<file path="config.mk">
export PLATFORM = sky130hd
export DESIGN_NAME = sort_frame_loader
export DESIGN_NICKNAME = d
export VERILOG_FILES = /design/src/rtl/sort_frame_loader.sv
export SDC_FILE = /design/constraint.sdc
export NUM_CORES = 1
export LEC_CHECK = 0
export CORE_ASPECT_RATIO = 1.5
export CORE_MARGIN = 2
export CORE_UTILIZATION = 50
export DETAILED_ROUTE_END_ITERATION = 8
export HOLD_SLACK_MARGIN = 0.12
export PLACE_DENSITY = 0.88
export SYNTH_ARGS = -nofsm -noshare
export SYNTH_HDL_FRONTEND = slang
export SYNTH_SLANG_ARGS = --single-unit
</file>
<file path="constraint.sdc">
create_clock -name clk -period 7.1 [get_ports clk]
set_clock_uncertainty 0.1 [all_clocks]
set_input_delay 1.42 -clock clk [delete_from_list [all_inputs] [get_ports clk]]
set_output_delay 1.42 -clock clk [all_outputs]
set_load 0.005 [all_outputs]
</file>
<file path="src/rtl/sort_frame_loader.sv">
// Serial-to-parallel frame loader feeding the sorting network: a fill buffer collects samples
// while a holding register presents the previous frame, with lane indices tagged alongside.
module sort_frame_loader #(
  parameter int unsigned SIZE                      = 32,
  parameter int unsigned NETWORK_WIDTH             = 8,
  parameter int unsigned INDEX_WIDTH               = 5,
  parameter logic [NETWORK_WIDTH-1:0] PAD_VALUE    = '0,
  parameter int unsigned COUNT_WIDTH               = 16
) (
  input  logic                                     clk,
  input  logic                                     reset_n,
  input  logic [NETWORK_WIDTH-1:0]                 sample_in,
  input  logic                                     sample_valid,
  output logic                                     sample_ready,
  input  logic                                     flush,
  output logic [SIZE-1:0][NETWORK_WIDTH-1:0]       frame_data,
  output logic [SIZE-1:0][INDEX_WIDTH-1:0]         frame_index,
  output logic                                     frame_valid,
  input  logic                                     frame_ready,
  output logic                                     frame_partial,
  output logic [COUNT_WIDTH-1:0]                   frame_count
);

  localparam int unsigned CntW = INDEX_WIDTH + 1;
  localparam logic [CntW-1:0] SizeCnt = CntW'(SIZE);

  logic [SIZE-1:0][NETWORK_WIDTH-1:0] fill_q, fill_d;
  logic [SIZE-1:0][NETWORK_WIDTH-1:0] hold_q, hold_d;
  logic [CntW-1:0]                    fill_cnt_q, fill_cnt_d, cnt_after;
  logic                               flush_pending_q, flush_pending_d;
  logic                               valid_q, valid_d;
  logic                               partial_q, partial_d;
  logic [COUNT_WIDTH-1:0]             count_q, count_d;
  logic                               accept, has_data, hold_free, close, transfer;

  assign sample_ready = reset_n && (fill_cnt_q < SizeCnt) && !flush_pending_q;

  always_comb begin
    accept = sample_valid && sample_ready;
    fill_d = fill_q;
    if (accept) begin
      fill_d[fill_cnt_q[INDEX_WIDTH-1:0]] = sample_in;
    end
    cnt_after = fill_cnt_q + CntW'(accept);
    has_data  = (cnt_after != '0);
    hold_free = !valid_q || frame_ready;
    // A full buffer closes on its own; a flush only closes a non-empty one.
    close     = (cnt_after == SizeCnt) || ((flush || flush_pending_q) && has_data);
    transfer  = close && hold_free;

    hold_d          = hold_q;
    partial_d       = partial_q;
    valid_d         = valid_q && !frame_ready;
    fill_cnt_d      = cnt_after;
    flush_pending_d = flush_pending_q || (flush && has_data);
    count_d         = count_q + COUNT_WIDTH'(valid_q && frame_ready);

    if (transfer) begin
      for (int unsigned k = 0; k < SIZE; k++) begin
        hold_d[k] = (CntW'(k) < cnt_after) ? fill_d[k] : PAD_VALUE;
      end
      partial_d       = (cnt_after != SizeCnt);
      valid_d         = 1'b1;
      fill_cnt_d      = '0;
      flush_pending_d = 1'b0;
    end
  end

  always_ff @(posedge clk) begin
    if (!reset_n) begin
      hold_q          <= '0;
      fill_cnt_q      <= '0;
      flush_pending_q <= 1'b0;
      valid_q         <= 1'b0;
      partial_q       <= 1'b0;
      count_q         <= '0;
    end else begin
      hold_q          <= hold_d;
      fill_cnt_q      <= fill_cnt_d;
      flush_pending_q <= flush_pending_d;
      valid_q         <= valid_d;
      partial_q       <= partial_d;
      count_q         <= count_d;
    end
  end

  // Lanes past fill_cnt are never presented unpadded, so the fill buffer needs no reset.
  always_ff @(posedge clk) begin
    fill_q <= fill_d;
  end

  for (genvar k = 0; k < SIZE; k++) begin : g_idx
    assign frame_index[k] = INDEX_WIDTH'(k);
  end

  assign frame_data    = hold_q;
  assign frame_valid   = valid_q;
  assign frame_partial = partial_q;
  assign frame_count   = count_q;

endmodule

</file>
==> results.md, run 1 <==
- Outcome: finished clean
- FF-to-FF End: frame_data[132]
- Initial antenna violation count: 0
- Slew @ Worst Pin: 1310 ps
- GRT Total Usage: 25.0%
- Row count: 91
- Yosys reg bits: 537
- Routability Congestion: 0.856
- WP data arrival: 5640 ps
- Main flop type after synthesis: dfxtp_1
- EDFF count, synth: 0
- Core Box Area: 41000 sq um
- Ordered list of cells on the worst path: clkdlybuf4s50_1 -> nor3b_2 -> and2_1 -> ha_1 -> ha_1 -> or2_1 -> or3_1 -> nand2_1 -> a21o_4 -> buf_4 -> nand2_1 -> a21oi_1
- Reg2Reg Setup Slack: 2670 ps
- Period Utilization, post-route: 74.1%
- CTS Buffer Depth: 3
- Routed len/inst: 19.5 um
- CP peak stage delay: 710 ps
- Post-DRT Antenna Nets: 0
- Cell Pwr Density: 254 nW/um^2
- IO Port Bufs: 287
- Total Routed Length: 55.5 mm
- Hold endpoint: frame_data[148]
- Slew headroom: 12.8%
- Ys Warns: 0
- Post-DP HPWL: 36.0 mm
- Maximum vdd drop: 174 uV
- Vias in the first global route: 15.0k
- Setup_tns: 0 ps
- R2R cell count: 11
- RSZ-0062 raised after global routing: no
- Min-Delay Path Class: register to register
- Synth cell types: 56
- # diodes: 0
- Hold Path Cell Cnt: 2
- CP max stage cell: a21o_4
- Cts hold-fix bufs: 0
- Fin nets: 2313
- Static Leak: 9.32 nW
- Vias: 15.5k
- Hold Fails Final Rpt: 0
- Fraction of layout cells with a size suffix above 1: 15.9%
- Max Cap Viol: 0
- CP Launch Type: input pin
- Cell Area, Synth: 20700 sq um
- Core Util, Final: 60.4%
- Num CTS Buffers: 48
- Worst r2r src: fill_cnt_q[5]
- Via density: 5.45
- Worst Setup End Kind: register
- Grt total ovfl: 0
- Hold_sp: frame_data[148]
- Ys async rst share: 0%
- Residual DRC: 0
- Htree depth: 2
- Final setup viols: 0
- CTS resizes: 0
- Top-area cell type share of the netlist area: 52.1%
- Initial Util: 50.4%
- Die height: 253 um
- Worst-Skew Late Latency: 580 ps
- First-iteration detailed-routing DRC count: 1263
- Main area contributors after synthesis: dfxtp_1 52%, mux2_2 14%, a21oi_1 6.2%
- Fmax: 190 MHz
- CTS sink count: 537
- CTS tree: built
- Crit Path Max Fanout: 100
- # fillers: 3238
- CP Data Required Time: 7480 ps
- Die area: 43000 sq um
- Largest net degree at the start of global routing: 164
- Clk root buf: clkbuf_16
- First-pass GRT wire length: 83.6 mm
- Crit Path Category: input pin to register
- Mapped Avg Cell Area: 9.93 sq um
- Syn Inst Count: 2079
- Synth-to-Final Area Change: 19.9%
- Max Slew Vio Count: 0
- Post-CTS Setup Inserts: 0
- Clock Pin Slew Worst Setup and Hold Paths: 60 ps
- Die X: 170 um
- Fin crit period: 5260 ps
- Post-synth top area cell: dfxtp_1
- I/O pin count: 448
- Register area share after synthesis: 52.1%
- DRT Pass-1 Iters: 6
worst max-delay path, delay by kind of cell:
| kind | cells | cell delay, ps |
|---|---|---|
| AOI/OAI and AO/OA | 2 | 870 |
| buffers and inverters | 2 | 1160 |
| and+or+nand+nor | 6 | 1650 |
| adders and majority gates | 2 | 510 |
synthesized netlist by cell type (all sizes together), types with 2 or more instances:
cell type	instances
dfxtp	537
nand2	290
a21oi	257
mux2	256
buf	204
nand3	156
or3b	96
clkbuf	89
nor2	52
o21ai	14
nor3	13
xor2	13
and3	12
nand3b	10
and2	9
o211ai	8
xnor2	6
ha	5
or2	5
a31oi	4
inv	4
nor3b	4
and4	3
nand2b	3
a32o	2
a32oi	2
conb	2
nand4	2
nor2b	2
o22ai	2
o31ai	2
or3	2
power breakdown:
part	switching (mW)	total, mW	internal, mW
combinational	0.377	0.502	0.124
clock	1.13	2.70	1.57
sequential	0.0219	3.10	3.07
cells by family (layout without fill, tap and decap cells):
| kind of cell | count (synthesis) | count (layout) | share of synthesized area, % |
|---|---|---|---|
| buffers and inverters | 297 | 392 | 8.78 |
| AND/OR/NAND/NOR | 662 | 662 | 16.3 |
| XOR/XNOR | 19 | 19 | 0.806 |
| AO/OA/AOI/OAI | 301 | 301 | 7.74 |
| adder cells (fa/ha/maj) | 5 | 5 | 0.303 |
| flip-flops | 537 | 537 | 52.1 |
| multiplexers | 256 | 256 | 14.0 |
| other | 2 | 160 | 0.0364 |
flip-flops by register name, summed over array words and instances, names as in the netlist:
signal,flops
fill_cnt_q,6
fill_q,256
flush_pending_q,1
frame_count,16
frame_data,256
frame_partial,1
frame_valid,1
how the worst max path moves through the flow:
stage / start / endpoint / slack [ps] / depth (start not counted)
after floorplan: reset_n / frame_data[100] / 2810 / 13
after global placement: reset_n / flush_pending_q / 1430 / 12
after detailed placement: reset_n / flush_pending_q / 1220 / 12
after CTS: reset_n / flush_pending_q / 1800 / 12
after global routing: reset_n / frame_data[132] / 1400 / 12
final: reset_n / frame_data[132] / 1840 / 12
cell usage in the layout (no fill, tap or decap), drive strengths merged, types with 5 or more instances in the layout:
cell type      instances
dfxtp                537
clkdlybuf4s50        279
nor2                  52
xor2                  13
nor3                  13
inv                    8
o211ai                 8
mux2                 256
or3b                  96
clkinv                 9
and3                  12
a21oi                257
o21ai                 14
buf                   22
nand2                290
clkbuf                69
nand3                156
ha                     5
or2                    5
conb                 160
bufinv                 5
nand3b                10
xnor2                  6
and2                   9
cell type report:
type / count / area (sq um) / area share [%]
flip-flops and latches: 537 / 10800 / 43.4
multi-input cells: 1403 / 8700 / 35.1
repair buffers: 301 / 3000 / 12.1
clock buffers: 69 / 1410 / 5.70
well taps: 511 / 639 / 2.58
clock inverters: 18 / 238 / 0.960
inverters: 4 / 22.5 / 0.0909
layer usage:
layer  part of all wire (%)  track usage [%]  vias up  wire length [um]
met2                     52             45.9      649             28900
met4                    5.5             13.6        0              3030
met1                     37             27.3     7434             20400
met3                    5.7             3.89      173              3180
met5                      0                0        -                 0
li1                       -                -     7234                 -
stage by stage:
stage               area (sq um)  power (mW)  cells  hold WS (ps)  worst slack [ps]
finish                     24800        6.30   2843           349              1840
global route               24800        6.50   2843           368              1400
detailed placement         23100        3.66   2756           342              1220
global placement           23100        3.64   2756           341              1430
CTS                        24800        6.33   2843           351              1800
floorplan                  21200        3.58   2237           343              2810
No activity file was read; power rests on OpenSTA's default activity.
==> run 2: changes to the inputs <==
Clock period 7.1 ns to 5.2 ns, I/O delays scaled along.
==> run 2 against run 1 <==
  * Via count increased by 1.4%
  * Critical endpoint is now flush_pending_q
  * Largest cell class unchanged
  * Clock power is 33% higher
  * Routed wire length rose by 1.5%
  * Sequential cell count is the same
==> results.md, run 2 (synthesis results as in run 1) <==
- Outcome: finished clean
- # fillers: 3226 (-0.37%)
- Hold Fails Final Rpt: 0 (unchanged)
- Period Utilization, post-route: 88.9%
- Critical Path Stages: 13 (+1)
- CTS tree: built
- Slew headroom: 32.0% (+19 points)
- Cell Pwr Density: 343 nW/um^2 (+35%)
- First-iteration detailed-routing DRC count: 1267 (+0.32%)
- Final setup viols: 0 (unchanged)
- CP max stage cell: a21o_4
- Fin crit period: 4620 ps
- Vias in the first global route: 15.6k (+4.1%)
- CP Data Required Time: 5600 ps (-1880 ps)
- Row count: 91 (unchanged)
- Fmax: 216 MHz
- Post-DP HPWL: 36.4 mm (+1.1%)
- Synth-to-Final Area Change: 20.0% (about the same)
- GRT Total Usage: 25.4% (+0.47 points)
- Cell Count, Final, Fillers Out: 2854 (+0.39%)
- First-pass GRT wire length: 85.3 mm (+2.1%)
- Max Cap Viol: 0 (unchanged)
- Grt total ovfl: 0 (unchanged)
- CP peak stage delay: 630 ps (-80 ps)
- Routed len/inst: 19.7 um (+1.1%)
- R2R cell count: 12 (+1)
- Fraction of layout cells with a size suffix above 1: 16.4% (+0.48 points)
- Die area: 43000 sq um (unchanged)
- Crit Path Max Fanout: 111 (+11%)
- # diodes: 0 (unchanged)
- Die height: 253 um (unchanged)
- Crit path max-delay family: simple AND/OR/NAND/NOR gates
- IO Port Bufs: 287 (unchanged)
- Cts hold-fix bufs: 0 (unchanged)
- Post-Place Cells: 2766 (+0.36%)
- Most frequent cells in the layout: 537 x dfxtp_1, 290 x nand2_1, 279 x clkdlybuf4s50_1, 256 x mux2_2, 256 x a21oi_1
- Crit Path Category: input pin to register
- Initial antenna violation count: 1 (+1)
- Via density: 5.50 (+1.0%)
- Worst-Skew Late Latency: 570 ps (about the same)
- WP data arrival: 5020 ps (-620 ps)
- Total Routed Length: 56.3 mm (+1.5%)
- Static Leak: 9.32 nW (about the same)
- Hold Path Cell Cnt: 2 (unchanged)
- Fin nets: 2323 (+0.43%)
- Num CTS Buffers: 48 (unchanged)
- Initial Util: 50.4% (unchanged)
- Residual DRC: 0 (unchanged)
- Post-CTS Setup Inserts: 0 (unchanged)
- Commonest non-fill, non-tap cell in the layout: dfxtp_1
- Clk root buf: clkbuf_16
- RSZ-0062 raised after global routing: no
- CTS Buffer Depth: 3 (unchanged)
- CTS resizes: 0 (unchanged)
- Core Util, Final: 60.5% (about the same)
- CP Launch Type: input pin
- Htree depth: 2 (unchanged)
- Ordered list of cells on the worst path: clkdlybuf4s50_1 -> nor3b_2 -> and2_1 -> ha_1 -> ha_1 -> or2_1 -> or3_1 -> nand2_1 -> a21o_4 -> buf_12 -> buf_12 -> nand2_1 -> nor2_1
- Clock Pin Slew Worst Setup and Hold Paths: 60 ps (about the same)
- Routability Congestion: 0.886 (+3.4%)
- DRT Pass-1 Iters: 7 (+1)
- Max Slew Vio Count: 0 (unchanged)
- Die X: 170 um (unchanged)
- Crit path buffers/inverters: 3 (+1)
- Slew @ Worst Pin: 1020 ps (-289 ps)
- Post-DRT Antenna Nets: 0 (unchanged)
- I/O pin count: 448 (unchanged)
- Maximum vdd drop: 216 uV (+24%)
- Core Box Area: 41000 sq um (unchanged)
- Setup_tns: 0 ps (unchanged)
- Worst Setup End Kind: register
- Min-Delay Path Class: register to register
- Largest net degree at the start of global routing: 153 (-6.7%)
- Vias: 15.7k (+1.4%)
- CTS sink count: 537 (unchanged)
-- run 2: cell count changes in the layout (fill, tap and decap cells not counted), sizes merged --
cell      change
clkbuf        -4
clkinvlp      +6
buf          +10
bufinv        -2
clkinv        +1
-- run 2: final timing paths --
check               endpoint  slack (ps)            start
max reg2reg  flush_pending_q        1040    fill_cnt_q[5]
min reg2reg  frame_data[140]         350  frame_data[140]
max          flush_pending_q         580          reset_n
min          frame_data[140]         350  frame_data[140]
-- run 2: power breakdown --
part	switching [mW]	total [mW]	internal, mW
clock network	1.57	3.60	2.02
logic	0.517	0.687	0.170
registers	0.0319	4.23	4.20
-- run 2: stage by stage --
step	instance area [sq um]	hold slack (ps)	setup slack, ps	total power [mW]
after floorplan	21200	343	1290	4.89
after global placement	23200	342	161	4.97
after detailed placement	23200	343	85.3	4.99
after CTS	24800	354	676	8.54
after global routing	24800	365	412	8.78
final	24800	350	577	8.51
-- run 2: tightest hold or removal path, delay by kind of cell (launching register included) --
| kind | cells | cell delay (ps) |
|---|---|---|
| DFF | 1 | 310 |
| AOI/OAI and AO/OA | 1 | 50 |
| and+or+nand+nor | 1 | 50 |
-- run 2: area by class of cell --
type	count	area [sq um]	area share, %
tap	511	639	2.58
clock buffer	65	1380	5.55
timing repair buffer	311	3060	12.4
clock inverter	23	229	0.924
inverter	4	22.5	0.0909
sequential	537	10800	43.4
multi-input combinational	1403	8700	35.1
-- run 2: layer usage --
layer	global-route usage [%]	part of all wire, %	vias up
li1	-	-	7250
met1	28.1	37	7530
met3	3.80	5.7	198
met5	0	0	-
met2	44.9	50	730
met4	17.3	6.5	0
